===== src/rtl/falu_pkg.sv =====
// Shared constants for the FALU command responder: function codes, FSM states, widths.
package falu_pkg;

    localparam int unsigned FUNC_W = 5;
    localparam int unsigned RSP_W  = 64;
    localparam int unsigned CLS_W  = 10;
    localparam int unsigned CNT_W  = 4;

    localparam logic [FUNC_W-1:0] FUNC_FMADD   = 5'd0;
    localparam logic [FUNC_W-1:0] FUNC_FNMADD  = 5'd1;
    localparam logic [FUNC_W-1:0] FUNC_FMSUB   = 5'd2;
    localparam logic [FUNC_W-1:0] FUNC_FNMSUB  = 5'd3;
    localparam logic [FUNC_W-1:0] FUNC_ADD     = 5'd4;
    localparam logic [FUNC_W-1:0] FUNC_SUB     = 5'd5;
    localparam logic [FUNC_W-1:0] FUNC_MUL     = 5'd6;
    localparam logic [FUNC_W-1:0] FUNC_DIV     = 5'd7;
    localparam logic [FUNC_W-1:0] FUNC_FSQRT   = 5'd8;
    localparam logic [FUNC_W-1:0] FUNC_FSGNJ   = 5'd9;
    localparam logic [FUNC_W-1:0] FUNC_FSGNJN  = 5'd10;
    localparam logic [FUNC_W-1:0] FUNC_FSGNJX  = 5'd11;
    localparam logic [FUNC_W-1:0] FUNC_MIN_MAX = 5'd12;
    localparam logic [FUNC_W-1:0] FUNC_CLASS   = 5'd13;
    localparam logic [FUNC_W-1:0] FUNC_FMV_X_W = 5'd14;
    localparam logic [FUNC_W-1:0] FUNC_FMV_W_X = 5'd15;
    localparam logic [FUNC_W-1:0] FUNC_LAST    = 5'd15;

    typedef enum logic [1:0] {
        IDLE = 2'd0,
        WAIT = 2'd1,
        RESP = 2'd2
    } state_e;

    function automatic logic func_is_legal(input logic [FUNC_W-1:0] func);
        return func <= FUNC_LAST;
    endfunction

endpackage


===== src/rtl/falu_result_mux.sv =====
// Selects the FALU result bus matching the captured function code, zero-extended to RSP_W.
module falu_result_mux
    import falu_pkg::*;
#(
    parameter int unsigned OP_W = 32
) (
    input  logic [FUNC_W-1:0] func_i,
    input  logic [OP_W-1:0]   out_fmadd_i,
    input  logic [OP_W-1:0]   out_fnmadd_i,
    input  logic [OP_W-1:0]   out_fmsub_i,
    input  logic [OP_W-1:0]   out_fnmsub_i,
    input  logic [OP_W-1:0]   out_add_i,
    input  logic [OP_W-1:0]   out_sub_i,
    input  logic [OP_W-1:0]   out_mul_i,
    input  logic [OP_W-1:0]   out_div_i,
    input  logic [OP_W-1:0]   out_fsqrt_i,
    input  logic [OP_W-1:0]   out_fsgnj_i,
    input  logic [OP_W-1:0]   out_fsgnjn_i,
    input  logic [OP_W-1:0]   out_fsgnjx_i,
    input  logic [OP_W-1:0]   out_min_max_i,
    input  logic [OP_W-1:0]   out_fmv_w_x_i,
    input  logic [CLS_W-1:0]  out_class_i,
    input  logic [RSP_W-1:0]  out_fmv_x_w_i,
    output logic [RSP_W-1:0]  sel_data_c
);

    always_comb begin
        sel_data_c = '0;
        case (func_i)
            FUNC_FMADD:   sel_data_c = RSP_W'(out_fmadd_i);
            FUNC_FNMADD:  sel_data_c = RSP_W'(out_fnmadd_i);
            FUNC_FMSUB:   sel_data_c = RSP_W'(out_fmsub_i);
            FUNC_FNMSUB:  sel_data_c = RSP_W'(out_fnmsub_i);
            FUNC_ADD:     sel_data_c = RSP_W'(out_add_i);
            FUNC_SUB:     sel_data_c = RSP_W'(out_sub_i);
            FUNC_MUL:     sel_data_c = RSP_W'(out_mul_i);
            FUNC_DIV:     sel_data_c = RSP_W'(out_div_i);
            FUNC_FSQRT:   sel_data_c = RSP_W'(out_fsqrt_i);
            FUNC_FSGNJ:   sel_data_c = RSP_W'(out_fsgnj_i);
            FUNC_FSGNJN:  sel_data_c = RSP_W'(out_fsgnjn_i);
            FUNC_FSGNJX:  sel_data_c = RSP_W'(out_fsgnjx_i);
            FUNC_MIN_MAX: sel_data_c = RSP_W'(out_min_max_i);
            FUNC_CLASS:   sel_data_c = RSP_W'(out_class_i);
            FUNC_FMV_X_W: sel_data_c = out_fmv_x_w_i;
            FUNC_FMV_W_X: sel_data_c = RSP_W'(out_fmv_w_x_i);
            default:      sel_data_c = '0;
        endcase
    end

endmodule


===== src/rtl/falu_cmd_responder.sv =====
// Responder for one FALU op at a time: request handshake, fixed-latency wait, tagged response.
// Optional RSP_PAR output (XOR of RSP_DATA) when FALU_RSP_PARITY_EN is defined.
module falu_cmd_responder
    import falu_pkg::*;
#(
    parameter int unsigned OP_DATA_WIDTH = 32,
    parameter int unsigned TAG_WIDTH     = 4,
    parameter int unsigned FALU_LAT      = 2
) (
    input  logic                     CLK,
    input  logic                     RST,
    input  logic                     REQ_VALID,
    output logic                     REQ_READY,
    input  logic [FUNC_W-1:0]        REQ_FUNC,
    input  logic [OP_DATA_WIDTH-1:0] REQ_A,
    input  logic [OP_DATA_WIDTH-1:0] REQ_B,
    input  logic [OP_DATA_WIDTH-1:0] REQ_C,
    input  logic [63:0]              REQ_A_64,
    input  logic [TAG_WIDTH-1:0]     REQ_TAG,
    output logic [OP_DATA_WIDTH-1:0] FALU_A,
    output logic [OP_DATA_WIDTH-1:0] FALU_B,
    output logic [OP_DATA_WIDTH-1:0] FALU_C,
    output logic [63:0]              FALU_A_64,
    output logic [FUNC_W-1:0]        FALU_FUNC,
    input  logic [OP_DATA_WIDTH-1:0] OUT_FMADD,
    input  logic [OP_DATA_WIDTH-1:0] OUT_FNMADD,
    input  logic [OP_DATA_WIDTH-1:0] OUT_FMSUB,
    input  logic [OP_DATA_WIDTH-1:0] OUT_FNMSUB,
    input  logic [OP_DATA_WIDTH-1:0] OUT_ADD,
    input  logic [OP_DATA_WIDTH-1:0] OUT_SUB,
    input  logic [OP_DATA_WIDTH-1:0] OUT_MUL,
    input  logic [OP_DATA_WIDTH-1:0] OUT_DIV,
    input  logic [OP_DATA_WIDTH-1:0] OUT_FSQRT,
    input  logic [OP_DATA_WIDTH-1:0] OUT_FSGNJ,
    input  logic [OP_DATA_WIDTH-1:0] OUT_FSGNJN,
    input  logic [OP_DATA_WIDTH-1:0] OUT_FSGNJX,
    input  logic [OP_DATA_WIDTH-1:0] OUT_MIN_MAX,
    input  logic [OP_DATA_WIDTH-1:0] OUT_FMV_W_X,
    input  logic [CLS_W-1:0]         OUT_CLASS,
    input  logic [63:0]              OUT_FMV_X_W,
    output logic                     RSP_VALID,
    input  logic                     RSP_READY,
    output logic [RSP_W-1:0]         RSP_DATA,
    output logic [TAG_WIDTH-1:0]     RSP_TAG,
`ifdef FALU_RSP_PARITY_EN
    output logic                     RSP_PAR,
`endif
    output logic                     RSP_ERR
);

    state_e                   state_q, state_d;
    logic [CNT_W-1:0]         cnt_q, cnt_d;
    logic                     req_ready_q, req_ready_d;
    logic                     rsp_valid_q, rsp_valid_d;
    logic [RSP_W-1:0]         rsp_data_q, rsp_data_d;
    logic [TAG_WIDTH-1:0]     rsp_tag_q, rsp_tag_d;
    logic                     rsp_err_q, rsp_err_d;
    logic [OP_DATA_WIDTH-1:0] falu_a_q, falu_a_d, falu_b_q, falu_b_d, falu_c_q, falu_c_d;
    logic [63:0]              falu_a64_q, falu_a64_d;
    logic [FUNC_W-1:0]        falu_func_q, falu_func_d;
    logic                     rsp_par_q, rsp_par_d;
    logic [RSP_W-1:0]         sel_data_c;

    falu_result_mux #(.OP_W(OP_DATA_WIDTH)) u_result_mux (
        .func_i        (falu_func_q),
        .out_fmadd_i   (OUT_FMADD),
        .out_fnmadd_i  (OUT_FNMADD),
        .out_fmsub_i   (OUT_FMSUB),
        .out_fnmsub_i  (OUT_FNMSUB),
        .out_add_i     (OUT_ADD),
        .out_sub_i     (OUT_SUB),
        .out_mul_i     (OUT_MUL),
        .out_div_i     (OUT_DIV),
        .out_fsqrt_i   (OUT_FSQRT),
        .out_fsgnj_i   (OUT_FSGNJ),
        .out_fsgnjn_i  (OUT_FSGNJN),
        .out_fsgnjx_i  (OUT_FSGNJX),
        .out_min_max_i (OUT_MIN_MAX),
        .out_fmv_w_x_i (OUT_FMV_W_X),
        .out_class_i   (OUT_CLASS),
        .out_fmv_x_w_i (OUT_FMV_X_W),
        .sel_data_c    (sel_data_c)
    );

    always_ff @(posedge CLK) begin
        if (RST) begin
            state_q     <= IDLE;
            cnt_q       <= '0;
            req_ready_q <= 1'b0;
            rsp_valid_q <= 1'b0;
            rsp_data_q  <= '0;
            rsp_tag_q   <= '0;
            rsp_err_q   <= 1'b0;
            falu_a_q    <= '0;
            falu_b_q    <= '0;
            falu_c_q    <= '0;
            falu_a64_q  <= '0;
            falu_func_q <= '0;
            rsp_par_q   <= 1'b0;
        end else begin
            state_q     <= state_d;
            cnt_q       <= cnt_d;
            req_ready_q <= req_ready_d;
            rsp_valid_q <= rsp_valid_d;
            rsp_data_q  <= rsp_data_d;
            rsp_tag_q   <= rsp_tag_d;
            rsp_err_q   <= rsp_err_d;
            falu_a_q    <= falu_a_d;
            falu_b_q    <= falu_b_d;
            falu_c_q    <= falu_c_d;
            falu_a64_q  <= falu_a64_d;
            falu_func_q <= falu_func_d;
            rsp_par_q   <= rsp_par_d;
        end
    end

    // Illegal codes skip the wait and answer with an error on the next cycle.
    always_comb begin
        state_d     = state_q;
        cnt_d       = cnt_q;
        rsp_data_d  = rsp_data_q;
        rsp_tag_d   = rsp_tag_q;
        rsp_err_d   = rsp_err_q;
        falu_a_d    = falu_a_q;
        falu_b_d    = falu_b_q;
        falu_c_d    = falu_c_q;
        falu_a64_d  = falu_a64_q;
        falu_func_d = falu_func_q;
        case (state_q)
            IDLE: begin
                if (REQ_VALID && req_ready_q) begin
                    falu_a_d    = REQ_A;
                    falu_b_d    = REQ_B;
                    falu_c_d    = REQ_C;
                    falu_a64_d  = REQ_A_64;
                    falu_func_d = REQ_FUNC;
                    rsp_tag_d   = REQ_TAG;
                    cnt_d       = CNT_W'(FALU_LAT);
                    if (func_is_legal(REQ_FUNC)) begin
                        state_d = WAIT;
                    end else begin
                        state_d    = RESP;
                        rsp_err_d  = 1'b1;
                        rsp_data_d = '0;
                    end
                end
            end
            WAIT: begin
                cnt_d = cnt_q - CNT_W'(1);
                if (cnt_q == CNT_W'(1)) begin
                    state_d    = RESP;
                    rsp_data_d = sel_data_c;
                    rsp_err_d  = 1'b0;
                end
            end
            RESP: begin
                if (RSP_READY) state_d = IDLE;
            end
            default: state_d = IDLE;
        endcase
        req_ready_d = (state_d == IDLE);
        rsp_valid_d = (state_d == RESP);
        rsp_par_d   = ^rsp_data_d;
    end

    assign REQ_READY = req_ready_q;
    assign RSP_VALID = rsp_valid_q;
    assign RSP_DATA  = rsp_data_q;
    assign RSP_TAG   = rsp_tag_q;
    assign RSP_ERR   = rsp_err_q;
    assign FALU_A    = falu_a_q;
    assign FALU_B    = falu_b_q;
    assign FALU_C    = falu_c_q;
    assign FALU_A_64 = falu_a64_q;
    assign FALU_FUNC = falu_func_q;

`ifdef FALU_RSP_PARITY_EN
    assign RSP_PAR = rsp_par_q;
`else
    logic unused_par;
    assign unused_par = rsp_par_q;
`endif

endmodule


===== config.mk =====
export PLATFORM = sky130hd
export DESIGN_NAME = falu_cmd_responder
export DESIGN_NICKNAME = d
export VERILOG_FILES = /design/src/rtl/falu_pkg.sv /design/src/rtl/falu_result_mux.sv /design/src/rtl/falu_cmd_responder.sv
export SDC_FILE = /design/constraint.sdc
export NUM_CORES = 1
export LEC_CHECK = 0
export CORE_AREA = 2 2 361 363
export CTS_CLUSTER_SIZE = 12
export DETAILED_ROUTE_END_ITERATION = 8
export DIE_AREA = 0 0 363 365
export PLACE_DENSITY = 0.32
export SLEW_MARGIN = 40
export SYNTH_ARGS = -nofsm -noshare
export SYNTH_HDL_FRONTEND = slang
export SYNTH_SLANG_ARGS = --single-unit

===== constraint.sdc =====
create_clock -name CLK -period 2.5 [get_ports CLK]
set_clock_uncertainty 0.05 [all_clocks]
set_input_delay 0.375 -clock CLK [delete_from_list [all_inputs] [get_ports CLK]]
set_output_delay 0.375 -clock CLK [all_outputs]
set_load 0.03 [all_outputs]

======== Word-level counts from Yosys, hierarchy flattened ========
Index checks and enable logic that the tools add are counted.
Widths: inputs -> output; s select.
storage, ports and cells
  logic and storage cells ................. 60
  flip-flop bits (word level) ............. 242
cells by class
  order comparisons ....................... 1
  equality and inequality tests ........... 22
  add/subtract/negate cells ............... 1
  reductions and logical operators ........ 8
  muxes and demuxes ....................... 16
operators with widths
  kind                 count
  $pmux 64 s16         1
  $mux 64              3
  $pmux 64 s2          1
  $eq 5x4->1 const B   8
  $eq 5x3->1 const B   4
  $eq 5x2->1 const B   2
  $mux 2               4
  $pmux 4 s2           1
  $ne 2x2->1 const B   3
  $pmux 2 s3           1
  $eq 5x1->1 const B   1
  $le 5x4->1 const B   1
  $logic_not 5->1      1
  $eq 2x2->1 const B   2
  $eq 4x1->1 const B   1
  $logic_not 2->1      2
  $mux 4               1
  $reduce_and 2->1     2
  $reduce_and 4->1     1
  $sub 4x1->4 const B  1
  $mux 1               3
  $eq 2x1->1 const B   1
  $pmux 1 s2           1
  $reduce_bool 2->1    1
  $logic_and 1x1->1    1

======== Logic depth before layout (Yosys ltp) ========
  depth after elaboration ................. 5
  gate-level depth with buffers ........... 9
  depth with buffers taken out ............ 7

======== Modules after synthesis ========
From an unflattened synthesis, not the netlist that was laid out.
unflattened totals
  cells, all modules ...................... 1,622
  area, all modules ....................... 13,196.4 um^2
by module, submodules not included
  module              area each (um^2)  cells each  times used  sequential area each (um^2)
  falu_cmd_responder  8,844.7           1,052       1           4,844.6
  falu_result_mux     4,351.7           570         1           0.0

======== Worst setup path after synthesis ========
No wires, ideal clock.
  kind .................................... reg2reg
  from .................................... reg falu_func_q[1], in the netlist FALU_FUNC[1]
  to ...................................... reg rsp_data_q[24], in the netlist RSP_DATA[24]
  stages on the path, launching flop included .. 7
  setup slack ............................. 0.403 ns
  required time ........................... 2.333 ns
  data arrival time ....................... 1.931 ns
  setup time .............................. 0.117 ns
  cell sequence ........................... dfxtp_1 -> buf_4 -> buf_2 -> mux4_2 -> a21oi_1 -> nand4_1 -> a22o_1
on the way
  cells in the longest elaborated chain, start to end .. 4
ends and longest elaborated chain
  element                                   RTL line                   source
  from (decl)                               falu_cmd_responder.sv:60   logic [FUNC_W-1:0] falu_func_q, falu_func_d;
  from (signal assigned)                    falu_cmd_responder.sv:112  falu_func_q <= falu_func_d;
  $eq 5x4->1, or another cell as far along  falu_result_mux.sv:29      case (func_i)
  $pmux 64 s16 *                            falu_result_mux.sv:29
  $mux 64 *                                 falu_cmd_responder.sv:150  if (cnt_q == CNT_W'(1)) begin
  $pmux 64 s2 *                             falu_cmd_responder.sv:129  case (state_q)
  to (signal assigned)                      falu_cmd_responder.sv:105  rsp_data_q <= rsp_data_d;
  to (decl)                                 falu_cmd_responder.sv:55   logic [RSP_W-1:0] rsp_data_q, rsp_data_d;
Mark *: on every way between the ends. The rest lies on a longest branch, timed or not. The select of a mux whose other input is x is not followed.
A chain may end at the register's enable or synchronous reset.

======== Final worst setup path ========
  from .................................... reg falu_func_q[3], in the netlist FALU_FUNC[3]
  to ...................................... reg rsp_data_q[31], in the netlist RSP_DATA[31]
The elaborated chain is that of the path after synthesis.

==> results.cfg <==
[sta]
setup_violations = 0
hold_violations = 0
slew_viol_final = 0
setup-tns-final_ns = 0
slew_headroom = 0.470
max_freq_ghz = 0.417
worst_pin_slew_ns = 0.793
layout_min_cycle_time_ns = 2.40
post-route-period-util = 0.958
rsz0062_at_grt = true

[floorplanning]
pin_count = 931
coreArea_um2 = 129000
placementRows = 132
fp.dieH_um = 365
die_area_um2 = 132000
start_util = 0.0918
die_w_um = 363

[detailed_routing]
routedWlPerCell_um = 26.4
via_per_inst = 3.70
wl_um = 109000
dr.pass1.iters = 5
drt_iter0_markers = 686
drtAntennaViolNets = 0
remaining_drc_errors = 0
vias = 15200

[clock_network]
cts.path.max_buffers = 3
cts.reportedPaths.clkPinSlew_ns = 0.06
clkSinkCount = 242
ctsHoldBuffers = 0
cts_tree = yes
h-tree-depth = 2
numCtsBuffers = 37
clock_latency_ns = 0.57
clk_root_buffer_cell = clkbuf_16

[synth]
synthTopCellsByArea = dfxtp_1 41%, nand2_1 12%, a21oi_1 8.3%, a22oi_1 7.1%, mux2i_1 4.6%
synth_edf_count = 0
ys_warn_count = 0
synth-seq-cells = 242
synth_top_area_share = 0.410
synth_area_per_cell_um2 = 8.08
ys_seq_area_frac = 0.410
synthesis.nets = 2159
synthArstFlopShare = 0
synth_top_area_cell = dfxtp_1
synth.distinct_cells = 58
netlist_area_um2 = 11800
syn_inst = 1462
ys.flop_type = dfxtp_1

[setup_path]
critPathMaxFanout = 11
crit_path_end_kind = flop
crit_type = reg -> reg
start_kind = flop
cp.arrival_ns = 2.82
cp_data_required_time_ns = 2.92

[power_and_ir_drop]
power.total_uw = 13000
pwr_density_cell_nw_per_um2 = 522
p_leak_uw = 0.00837
ir_drop_uv = 387

[global_routing]
grt_pass1_wl_um = 143000
antenna_found_initial = 51
grt_max_degree = 107
grtUsageTotal = 0.156
grt_pass1_vias = 16000
overflow = 0

[status]
status = finished, final reports clean

[worst_hold_path]
hold_class = in -> reg

[final_layout]
fillerInstances = 14400
area_growth_pct = 111
drive_above_1_share = 0.0946
final_cell_area_um2 = 24900
post_layout_nonfiller_instances = 4119
nets = 3103

[placement]
place_inst = 4041
placed_cell_area_um2 = 23700
io_buffers = 930
routabilityCongestion = 0.848
dpl.hpwl_um = 89100

[run]
cap_violations = 0
==> worst paths after layout <==
path | start | end | slack [ns] | depth (start not counted)
setup / recovery | FALU_FUNC[3] | RSP_DATA[31] | 0.10 | 7
hold / removal | RST | state_q[1] | 0.11 | 2
setup reg to reg | FALU_FUNC[3] | RSP_DATA[31] | 0.10 | 7
hold reg to reg | FALU_A_64[22] | FALU_A_64[22] | 0.40 | 2
==> layer usage <==
metal | routed length, µm | part of all wire | track usage
met1 | 40200 | 0.37 | 0.163
met2 | 55900 | 0.51 | 0.290
met3 | 9710 | 0.089 | 0.0612
met4 | 2700 | 0.025 | 0.0401
met5 | 179 | 0.0016 | 0
==> cell usage after synthesis, drive strengths merged (8+ instances only) <==
cell / count
o21ai: 25
a211oi: 11
nor2: 77
nand4: 17
o2bb2ai: 10
nand3: 13
mux4: 8
dfxtp: 242
a21oi: 196
buf: 58
clkbuf: 69
a221oi: 34
a22oi: 111
nor2b: 8
mux2: 24
a22o: 29
a32oi: 15
mux2i: 54
nand2: 383
nor3: 23
==> final cells by class <==
class / instances / area (µm²) / share of cell area
inverters: 5 / 18.8 / 0.000753
well taps: 1675 / 2100 / 0.0841
multi-input cells: 1088 / 6400 / 0.257
repair buffers: 1032 / 10300 / 0.414
clock buffers: 54 / 1080 / 0.0433
flip-flops and latches: 242 / 4850 / 0.195
diodes: 13 / 32.5 / 0.00130
clock inverters: 10 / 138 / 0.00552
==> repair_timing <==
action / CTS / global route
setup buffers: 0 / 1
endpoints found under the setup margin: 28 / 4
pin swaps: 0 / 1
resized for setup: 8 / 4
==> critical path: stages (launching register included) <==
cell	delay, ns
dfxtp_2	0.47
or3b_4	0.46
nor2_4	0.44
buf_4	0.29
nand2_1	0.11
o211ai_1	0.09
a221oi_1	0.10
a311oi_1	0.27
==> stage by stage <==
step	util	worst slack [ns]	hold slack, ns
finish	0.194	0.104	0.114
global route	0.194	-0.0599	0.0767
CTS	0.193	0.0162	0.0579
detailed placement	0.184	-0.193	0.396
global placement	0.183	-0.312	0.391
floorplan	-	0.403	0.439
==> cells by family (layout without fill, tap and decap cells) <==
group / count (synthesis) / count (layout) / synth area share
other: 0 / 13 / 0
buffers and inverters: 132 / 1101 / 0.0537
flip-flops: 242 / 242 / 0.410
multiplexers: 86 / 86 / 0.0839
XOR/XNOR: 1 / 1 / 0.000742
AO/OA/AOI/OAI: 459 / 459 / 0.256
adder cells (fa/ha/maj): 2 / 2 / 0.00212
AND/OR/NAND/NOR: 540 / 540 / 0.193
==> power by group <==
group          switching [µW]  leakage, µW  internal [µW]  total, µW
registers                 107      0.00197           4030       4140
logic                    1660      0.00581           1750       3410
clock network            2170     0.000594           3290       5470
==> sequential cells by signal, indices dropped and copies added (netlist names), 2 cells and up <==
name / count
FALU_B: 32
RSP_DATA: 64
state_q: 2
FALU_FUNC: 5
FALU_A_64: 64
cnt_q: 4
RSP_TAG: 4
FALU_A: 32
FALU_C: 32
==> placed cells by master, fill, tap and decap left out, types with 11 or more instances in the layout <==
cell type	instances
a211oi_1	11
a21oi_1	196
a221oi_1	34
a22o_1	29
a22oi_1	111
a32oi_1	15
buf_12	18
buf_4	89
clkbuf_16	37
clkdlybuf4s50_1	917
dfxtp_1	238
diode_2	13
mux2_2	24
mux2i_1	54
nand2_1	382
nand3_1	12
nand4_1	17
nor2_1	64
nor3_1	20
o21ai_0	19
(Power assumes the default switching activity.)
